--- config.mk ---
export PLATFORM = sky130hd
export DESIGN_NAME = mac_requant
export DESIGN_NICKNAME = d
export VERILOG_FILES = /design/src/rtl/mac_requant.sv
export SDC_FILE = /design/constraint.sdc
export NUM_CORES = 1
export LEC_CHECK = 0
export BUFFER_PORTS_ARGS = -buffer_cell sky130_fd_sc_hd__buf_2
export CORE_ASPECT_RATIO = 0.7
export CORE_MARGIN = 4
export CORE_UTILIZATION = 50
export CTS_CLUSTER_DIAMETER = 40
export DETAILED_ROUTE_END_ITERATION = 12
export PLACE_DENSITY = 0.7
export SLEW_MARGIN = 25
export SYNTH_ARGS = -nofsm -noshare
export SYNTH_HDL_FRONTEND = slang
export SYNTH_SLANG_ARGS = --single-unit
--- constraint.sdc ---
create_clock -name clk_i -period 7.98 [get_ports clk_i]
set_clock_uncertainty 0.1 [all_clocks]
set_input_delay 1.596 -clock clk_i [delete_from_list [all_inputs] [get_ports clk_i]]
set_output_delay 1.596 -clock clk_i [all_outputs]
set_load 0.005 [all_outputs]
--- src/rtl/mac_requant.sv ---
// Requantization stage: adds a bias to a 2N-bit MAC accumulator, applies a rounding
// arithmetic right shift, optional ReLU, and saturates the result to N bits.
//
// Pipeline: S1 registers the exact (2N+1)-bit sum with its shift/relu controls;
// S2 is the output register. Valid/ready handshakes on both sides.
//
// Ports:
//   clk_i, rst_ni             clock, asynchronous active-low reset
//   acc_i, bias_i             signed 2N-bit accumulator and bias
//   shift_i                   unsigned right-shift amount (clamped to 2N)
//   relu_en_i                 zero negative results
//   acc_valid_i/acc_ready_o   input handshake
//   out_o                     signed N-bit requantized result
//   out_valid_o/out_ready_i   output handshake
//   sat_o                     sticky saturation flag, cleared by clear_sat_i
module mac_requant #(
  parameter int unsigned N       = 16,
  parameter int unsigned SHIFT_W = 5
) (
  input  logic                 clk_i,
  input  logic                 rst_ni,
  input  logic signed [2*N-1:0] acc_i,
  input  logic signed [2*N-1:0] bias_i,
  input  logic [SHIFT_W-1:0]   shift_i,
  input  logic                 relu_en_i,
  input  logic                 acc_valid_i,
  output logic                 acc_ready_o,
  output logic signed [N-1:0]  out_o,
  output logic                 out_valid_o,
  input  logic                 out_ready_i,
  output logic                 sat_o,
  input  logic                 clear_sat_i
);

  localparam int unsigned AW = 2 * N;   // accumulator width
  localparam int unsigned SW = AW + 1;  // exact sum width
  localparam int unsigned RW = AW + 2;  // rounding intermediate width

  localparam logic signed [RW-1:0] MaxVal = {{(RW-N+1){1'b0}}, {(N-1){1'b1}}};
  localparam logic signed [RW-1:0] MinVal = {{(RW-N+1){1'b1}}, {(N-1){1'b0}}};

  // Stage 1 state
  logic signed [SW-1:0]  sum_q, sum_d;
  logic [SHIFT_W-1:0]    shift_q, shift_d;
  logic                  relu_q, relu_d;
  logic                  s1_valid_q, s1_valid_d;

  // Stage 2 state
  logic signed [N-1:0]   out_q, out_d;
  logic                  out_valid_q, out_valid_d;
  logic                  sat_q, sat_d;

  logic                  s1_load, s2_load;

  // Requant datapath signals
  logic [31:0]           shift_ext, s_amt;
  logic signed [RW-1:0]  sum_ext, half, rnd, r_shift, r_relu;
  logic signed [N-1:0]   res;
  logic                  clamped;

  // Handshake: S2 frees up when empty or draining; S1 when empty or moving into S2.
  always_comb begin
    s2_load     = !out_valid_q || out_ready_i;
    s1_load     = !s1_valid_q || s2_load;
    acc_ready_o = s1_load;
  end

  // S1 next state: full-precision sum, never overflows at 2N+1 bits.
  always_comb begin
    sum_d      = sum_q;
    shift_d    = shift_q;
    relu_d     = relu_q;
    s1_valid_d = s1_valid_q;
    if (s1_load) begin
      s1_valid_d = acc_valid_i;
      if (acc_valid_i) begin
        sum_d   = $signed({acc_i[AW-1], acc_i}) + $signed({bias_i[AW-1], bias_i});
        shift_d = shift_i;
        relu_d  = relu_en_i;
      end
    end
  end

  // Round half toward +inf, then ReLU, then saturate to N bits.
  always_comb begin
    shift_ext = 32'(shift_q);
    s_amt     = (shift_ext > AW) ? AW : shift_ext;
    sum_ext   = $signed({sum_q[SW-1], sum_q});
    half      = '0;
    if (s_amt != 0) begin
      half = $signed(RW'(1) << (s_amt - 32'd1));
    end
    rnd     = sum_ext + half;
    r_shift = rnd >>> s_amt;
    r_relu  = (relu_q && r_shift[RW-1]) ? '0 : r_shift;
    clamped = 1'b0;
    res     = r_relu[N-1:0];
    if (r_relu > MaxVal) begin
      res     = MaxVal[N-1:0];
      clamped = 1'b1;
    end else if (r_relu < MinVal) begin
      res     = MinVal[N-1:0];
      clamped = 1'b1;
    end
  end

  // S2 next state and sticky saturation flag (set beats clear).
  always_comb begin
    out_d       = out_q;
    out_valid_d = out_valid_q;
    sat_d       = sat_q;
    if (s2_load) begin
      out_valid_d = s1_valid_q;
      if (s1_valid_q) begin
        out_d = res;
      end
    end
    if (s2_load && s1_valid_q && clamped) begin
      sat_d = 1'b1;
    end else if (clear_sat_i) begin
      sat_d = 1'b0;
    end
  end

  always_ff @(posedge clk_i or negedge rst_ni) begin
    if (!rst_ni) begin
      sum_q       <= '0;
      shift_q     <= '0;
      relu_q      <= 1'b0;
      s1_valid_q  <= 1'b0;
      out_q       <= '0;
      out_valid_q <= 1'b0;
      sat_q       <= 1'b0;
    end else begin
      sum_q       <= sum_d;
      shift_q     <= shift_d;
      relu_q      <= relu_d;
      s1_valid_q  <= s1_valid_d;
      out_q       <= out_d;
      out_valid_q <= out_valid_d;
      sat_q       <= sat_d;
    end
  end

  assign out_o       = out_q;
  assign out_valid_o = out_valid_q;
  assign sat_o       = sat_q;

endmodule
[Yosys cells after proc, flatten, opt, wreduce, memory -nomap -nowiden]
Cells that the tools add are included.
Storage, ports and cells
  register bits: 58
  output and inout port bits: 19
Operators by class
  $add $sub $neg: 3
  order comparisons: 2
  shifts and indexed selects: 2
  muxes and demuxes: 8
  reductions and logical operators: 11
Operators with widths (count)
  $mux 34: 2
  $add 33x34->34: 1
  $gt 34x16->1 const B: 1
  $lt 34x16->1 const B: 1
  $shl 1x32->34 const A: 1
  $sshr 34x5->34: 1
  $add 32x32->33: 1
  $mux 16: 2
  $sub 5x1->6 const B: 1
  $reduce_bool 5->1: 1
  $mux 1: 4
  $reduce_and 2->1: 2
  $logic_and 1x1->1: 3
  $logic_not 1->1: 2
  $logic_or 1x1->1: 2
  $reduce_bool 2->1: 1

[Longest topological paths before layout]
Gate-level depths: netlist of run 1.
  depth in word-level cells: 12
  depth in mapped cells: 28
  depth with buffers taken out: 21

[Least setup slack after synthesis of run 1]
No wires, ideal clock.
  kind: register to register
  start: register shift_q[0]
  end: register out_q[0], in the netlist out_o[0]
  setup time: 83 ps
  data arrival time: 6427 ps
  required time: 7797 ps
  slack: 1371 ps
  cell stages (with the launch flop): 26
  period minus slack after synthesis: 6609 ps
  cell sequence: dfrtp_1 > clkbuf_1 > inv_1 > clkbuf_1 > clkbuf_1 > clkbuf_1 > ha_1 > clkbuf_1 > nor3_1 > o21ai_1 > nor2_1 > fa_1 > a211oi_1 > o211ai_1 > a2111o_1 > and3_1 > o31ai_1 > a21oi_1 > xnor2_2 > a211oi_1 > o221ai_2 > nor4_2 > a41oi_2 > o31a_1 > or3_1 > o21ai_0
On the way
  word-level cells in the longest chain between the ends: 10
RTL lines
  start: declaration: RTL line 44  | logic [SHIFT_W-1:0] shift_q, shift_d;
  start signal: assignment: RTL line 136  | shift_q <= shift_d;
  $sub 5x1->6: RTL line 91  | half = $signed(RW'(1) << (s_amt - 32'd1));
  $shl 1x32->34: RTL line 91
  $mux 34: RTL line 90  | if (s_amt != 0) begin
  $add 33x34->34: RTL line 93  | rnd = sum_ext + half;
  $sshr 34x5->34 *: RTL line 94  | r_shift = rnd >>> s_amt;
  $logic_and 1x1->1: RTL line 95  | r_relu = (relu_q && r_shift[RW-1]) ? '0 : r_shift;
  $mux 34 *: RTL line 95
  $lt 34x16->1: RTL line 101  | end else if (r_relu < MinVal) begin
  $mux 16: RTL line 101
  $mux 16 *: RTL line 98  | if (r_relu > MaxVal) begin
  end signal: assignment: RTL line 139  | out_q <= out_d;
  end: declaration: RTL line 49  | logic signed [N-1:0] out_q, out_d;
Mark *: on every way between the ends. The rest lies on a longest branch, timed or not.
A chain may end at the register's enable or synchronous reset.

[Worst setup path in the final report of run 1]
Same ends and word-level chain as after synthesis.

==> results of run 1 <==
## sequential cells by signal, indices dropped and copies added, names as in the netlist
register,flops
out_o,16
out_valid_o,1
relu_q,1
s1_valid_q,1
sat_o,1
shift_q,5
sum_q,33
## worst max-delay path, delay by kind of cell, from the launching register on
| family | cells | cell delay (ns) |
|---|---|---|
| xor+xnor | 1 | 0.24 |
| buf+inv | 2 | 0.38 |
| simple gates | 7 | 1.67 |
| fa+ha+maj | 1 | 0.49 |
| flops | 1 | 0.36 |
| compound gates | 11 | 3.75 |
## path summary, 6_finish.rpt
kind | end | slack (ns) | cells past startpoint
setup / recovery | out_o[0] | 0.89 | 22
hold / removal | out_o[9] | 0.38 | 2
setup reg to reg | out_o[0] | 0.89 | 22
hold reg to reg | out_o[9] | 0.38 | 2
max in group asynchronous | sat_o | 5.96 | 2
min in group asynchronous | sum_q[31] | 1.29 | 2
## area by class of cell
cell class,instances,share of cell area [%]
Clock buffer,10,2.627
Timing Repair Buffer,108,6.353
Multi-Input combinational cell,946,70.34
Inverter,22,0.9076
Tap cell,220,3.025
Sequential cell,58,15.95
Clock inverter,6,0.7976
## kinds of logic (layout without fill, tap and decap cells)
| logic type | Yosys count | in the layout | synth area share (%) |
|---|---|---|---|
| AO/OA/AOI/OAI | 390 | 390 | 31.99 |
| XOR/XNOR | 51 | 51 | 5.745 |
| flip-flops | 58 | 58 | 17.77 |
| AND/OR/NAND/NOR | 375 | 375 | 21.48 |
| buffers and inverters | 83 | 146 | 3.891 |
| other | 1 | 1 | 0.04592 |
| multiplexers | 61 | 61 | 8.472 |
| adder cells (fa/ha/maj) | 68 | 68 | 10.60 |
## through the flow
step                      area (um2)  utilization, %  cells
after floorplan                 8167               -   1087
after global placement          8787           55.84   1354
after detailed placement        8787           55.84   1354
after CTS                       9099           57.82   1370
after global routing            9099           57.82   1370
final                           9099           57.82   1370
## cells in the mapped netlist (13+ instances only)
master,instances
nor2_1,127
nand2_1,110
a21oi_1,93
o21ai_0,79
ha_1,66
dfrtp_1,58
clkbuf_1,50
mux2i_1,41
a211oi_1,32
nor3_1,29
nand3_1,27
xnor2_1,26
a21o_1,22
xor2_1,22
inv_1,21
o31ai_1,18
o21a_1,17
mux2_2,15
nand4_1,14
o22ai_1,14
a31oi_1,13
## power by group through the flow
stage | logic [mW] | registers [mW] | clock network (mW)
2_1_floorplan | 0.882 | 0.417 | 0
3_3_place_gp | 1.18 | 0.429 | 0
3_5_place_dp | 1.18 | 0.431 | 0
4_1_cts | 1.19 | 0.427 | 0.422
5_1_grt | 1.34 | 0.437 | 0.438
6_report | 1.23 | 0.426 | 0.417
## per-layer routing
| layer | up-vias | share of wire (%) | wire, um |
|---|---|---|---|
| met5 | - | 0 | 0 |
| met4 | 0 | 1.5 | 362 |
| met3 | 50 | 12 | 2835 |
| met2 | 503 | 41 | 10040 |
| met1 | 4044 | 46 | 11190 |
| li1 | 4214 | - | - |
==> flow_summary.yaml, run 1 <==
status:
  status: "complete, no violations"
synth:
  synth_cell_type_count: 83
  yosysWarningCount: 0
  ys_ff_latch: 58
  avgSynthCellArea_um2: 7.513
  synth_nets: 1230
  synthFlopType: "dfrtp_1"
  ys_seq_area_share_pct: 17.77
  netlist.area_leader.share_pct: 17.77
  postSynthCellCount: 1087
  netlist_area_um2: 8167
  synth_top_area_cell: "dfrtp_1"
  synth_edf_count: 0
  async_flop_share_pct: 100.0
  synth_area_leaders: "dfrtp_1 (18%), ha_1 (10%), nor2_1 (5.8%)"
power:
  p_leak_nw: 4.026
  power_mw: 2.071
  internal_power_mw: 1.088
  power_frac_clock_pct: 20.1
  power_frac_comb_pct: 59.3
  pwr-share-seq_pct: 20.6
  power_density_nw_per_um2: 227.6
  p_sw_share_pct: 47.45
  switching_power_mw: 0.9827
  ir_drop_uv: 132.6
drt:
  drt-total-wl_mm: 24.43
  vias: 8811
  wl_per_cell_um: 17.83
  drt_iter0_drc: 1153
  route.detailed.drc: 0
  dr.pass1.iters: 7
  viasPerCell: 6.431
  ant_nets: 0
place:
  dpl.hpwl_mm: 19.08
  io_buffers: 93
  place.gp.congestion: 1.041
  dp_slack_ns: 1.203
global_route:
  met3_usage_pct: 7.058
  track_usage_pct: 25.94
  grt_start_max_net_pins: 70
  grt_overflow_total: 0
  grt_pass1_vias: 8134
  grt.busiest_layer: "met1"
  antenna_found_initial: 0
  grt_first_pass_wirelength_mm: 40.08
  met2_usage_pct: 38.06
  grtUsageMet1_pct: 38.21
setup_path:
  endpoint_kind: "flip-flop"
  path_max_fanout: 35
  required_ns: 8.13
  r2r-start: "shift_q[0]"
  cp_slowest_cell: "a211oi_1"
  arrival_ns: 7.25
  start_kind: "flip-flop"
  path_class: "flip-flop to flip-flop"
  startpoint: "shift_q[0]"
  cpPeakStageDelay_ns: 0.86
  cp_cell_sequence: "buf_4, inv_1, nand2_1, nor2_1, nor3_1, o21ai_1, nor2_1, fa_1, a211oi_1, o211ai_1, a2111o_1, and3_1, o31ai_1, a21oi_1, xnor2_2, a211oi_1, a32oi_1, nor4_2, a41oi_2, o31a_1, or3_1, o21ai_0"
finish:
  seqCellArea_um2: 1451
  final_common_cell: "nor2_1"
  drive_gt1_share_pct: 14.87
  diodes: 0
  final_cell_mix: "nor2_1 (127), nand2_1 (109), a21oi_1 (93), buf_2 (93), o21ai_0 (79)"
  multi_input_area_um2: 6400
  nets: 1288
  fill_cells: 1467
  area_growth_pct: 11.41
min_path:
  hold_start: "out_o[9]"
  hold_path_class: "flip-flop to flip-flop"
floorplan:
  ios: 94
  row_count: 38
  die_x_um: 160.8
  start_util_pct: 51.89
  dieArea_um2: 18470
  dieHeight_um: 114.9
  core-area_um2: 15740
clock_tree:
  cts-root-buf: "clkbuf_16"
  post-cts-setup-buffers: 0
  cts_resized: 0
  cts_sinks: 58
  cts_tree: "built"
  clk_pin_slew_ns: 0.06
  hold_buffers: 0
  clkLatencyLatePin_ns: 0.34
  cts_buffers: 9
  htreeDepth: 3
  clockBufferDepth: 2
sta:
  max_slew.worst_pin.slew_ns: 0.9563
  period_needed_ns: 7.091
  timing.final.ws_setup_ns: 0.8888
  grt_setup_unrepaired: "false"
  hold_viol: 0
  hold_ws_ns: 0.3790
  fin_tns_setup_ns: 0
  setup_viol: 0
  fmax_mhz: 141.0
  finalMaxSlewViolations: 0
  maxSlewHeadroom_pct: 35.86
  finalCritPeriodShare_pct: 88.86
flow_run:
  cap_violations: 0
(Power assumes the default switching activity.)
==> inputs of run 2 (changes only) <==
--- a/config.mk
+++ b/config.mk
@@ -8,11 +8,11 @@
 export BUFFER_PORTS_ARGS = -buffer_cell sky130_fd_sc_hd__buf_2
 export CORE_ASPECT_RATIO = 0.7
 export CORE_MARGIN = 4
-export CORE_UTILIZATION = 50
+export CORE_UTILIZATION = 60
 export CTS_CLUSTER_DIAMETER = 40
+export CTS_CLUSTER_SIZE = 10
 export DETAILED_ROUTE_END_ITERATION = 12
-export PLACE_DENSITY = 0.7
-export SLEW_MARGIN = 25
+export PLACE_DENSITY = 0.82
 export SYNTH_ARGS = -nofsm -noshare
 export SYNTH_HDL_FRONTEND = slang
 export SYNTH_SLANG_ARGS = --single-unit
==> flow_summary.yaml, run 2 (synthesis results as in run 1) <==
status:
  status: "complete, no violations"
power:
  power_density_nw_per_um2: 231.9
  p_leak_nw: 4.034
  power_mw: 2.104
  ir_drop_uv: 142.5
sta:
  maxSlewHeadroom_pct: 19.20
  finalMaxSlewViolations: 0
  fin_tns_setup_ns: 0
  setup_viol: 0
  hold_viol: 0
  fmax_mhz: 137.4
  timing.final.ws_setup_ns: 0.7033
  grt_setup_unrepaired: "false"
  max_slew.worst_pin.slew_ns: 1.205
  period_needed_ns: 7.277
  finalCritPeriodShare_pct: 91.19
clock_tree:
  hold_buffers: 0
  clockBufferDepth: 2
  htreeDepth: 3
  cts-root-buf: "clkbuf_16"
  cts_resized: 0
  post-cts-setup-buffers: 0
  cts_tree: "built"
  clkLatencyLatePin_ns: 0.34
  cts_buffers: 9
  cts_sinks: 58
  clk_pin_slew_ns: 0.06
drt:
  vias: 8920
  drt-total-wl_mm: 25.42
  ant_nets: 0
  drt_iter0_drc: 1193
  viasPerCell: 6.672
  wl_per_cell_um: 19.01
  route.detailed.drc: 0
  dr.pass1.iters: 8
finish:
  multi_input_area_um2: 6400
  largest_reg_flops: 33
  stdcell_count: 1337
  area_growth_pct: 11.06
  fill_cells: 1151
  diodes: 0
  fin_util_pct: 68.58
  final_cell_mix: "nor2_1 (127), nand2_1 (109), a21oi_1 (93), buf_2 (93), o21ai_0 (79)"
  final_common_cell: "nor2_1"
  drive_gt1_share_pct: 15.02
  seqCellArea_um2: 1451
  regMostFlops: "sum_q"
  nets: 1290
setup_path:
  endpoint_kind: "flip-flop"
  cp_top_family: "compound AO/OA/AOI/OAI gates"
  cpPeakStageDelay_ns: 1.05
  cp_slowest_cell: "a211oi_1"
  arrival_ns: 7.44
  path_class: "flip-flop to flip-flop"
  rrSetupSlack_ns: 0.70
  required_ns: 8.15
  start_kind: "flip-flop"
  cp_cell_sequence: "buf_4, inv_1, nand2_1, nor2_1, nor3_1, o21ai_1, nor2_1, fa_1, a211oi_1, o211ai_1, a2111o_1, and3_1, o31ai_1, a21oi_1, xnor2_2, a211oi_1, a32oi_1, nor4_2, a41oi_2, o31a_1, or3_1, nand3_1"
  cp.buffers_inverters: 2
  path_max_fanout: 35
place:
  dp_slack_ns: 1.105
  place.gp.congestion: 1.013
  dp_cells: 1321
  io_buffers: 93
  dpl.hpwl_mm: 19.71
global_route:
  grt_pass1_vias: 8179
  antenna_found_initial: 0
  met3_usage_pct: 9.669
  track_usage_pct: 32.19
  grtUsageMet1_pct: 48.12
  grt_start_max_net_pins: 70
  grt_overflow_total: 0
  met2_usage_pct: 44.97
  grt_first_pass_wirelength_mm: 40.99
  grt.busiest_layer: "met1"
floorplan:
  die_x_um: 147.4
  start_util_pct: 61.75
  core-area_um2: 13230
  ios: 94
  dieArea_um2: 15570
  dieHeight_um: 105.6
  row_count: 35
flow_run:
  cap_violations: 0
min_path:
  hold_path_class: "flip-flop to flip-flop"
-- run 2: cell count changes in the layout (fill, tap and decap cells not counted) --
| cell | change |
|---|---|
| buf_4 | +2 |
| clkinv_4 | +1 |
| inv_6 | -1 |
-- run 2: metal layers --
metal  wire [um]  vias up  share of wire, %
met5           0        -                 0
met4         512        0               2.0
met3        3120       54                12
met2       10160      557                40
met1       11630     4095                46
li1            -     4214                 -
-- run 2: through the flow --
stage / area [um2] / hold WS, ns
after floorplan: 8167 / 0.3551
after global placement: 8758 / 0.3607
after detailed placement: 8758 / 0.3654
after CTS: 9070 / 0.3789
after global routing: 9070 / 0.4101
final: 9070 / 0.3763
-- run 2: where the power goes --
group | internal, mW | switching (mW)
registers | 0.370 | 0.0561
clock network | 0.254 | 0.167
logic | 0.468 | 0.789
-- run 2: worst min-delay path, cell delays in order (launching register included) --
cell,delay (ns)
dfrtp_1,0.34
nand2_1,0.05
nand3_1,0.06
-- run 2: worst paths after layout --
kind	startpoint	endpoint	depth (start not counted)
max	shift_q[0]	out_o[7]	22
min	out_o[9]	out_o[9]	2
max reg2reg	shift_q[0]	out_o[7]	22
min reg2reg	out_o[9]	out_o[9]	2
max in group asynchronous	rst_ni	out_o[9]	2
min in group asynchronous	rst_ni	sum_q[23]	2
-- run 2: cell type report --
type,count,share of cell area [%]
Sequential cell,58,16.00
Clock buffer,10,2.635
Timing Repair Buffer,110,6.539
Multi-Input combinational cell,946,70.56
Clock inverter,6,0.8001
Tap cell,185,2.552
Inverter,22,0.9105
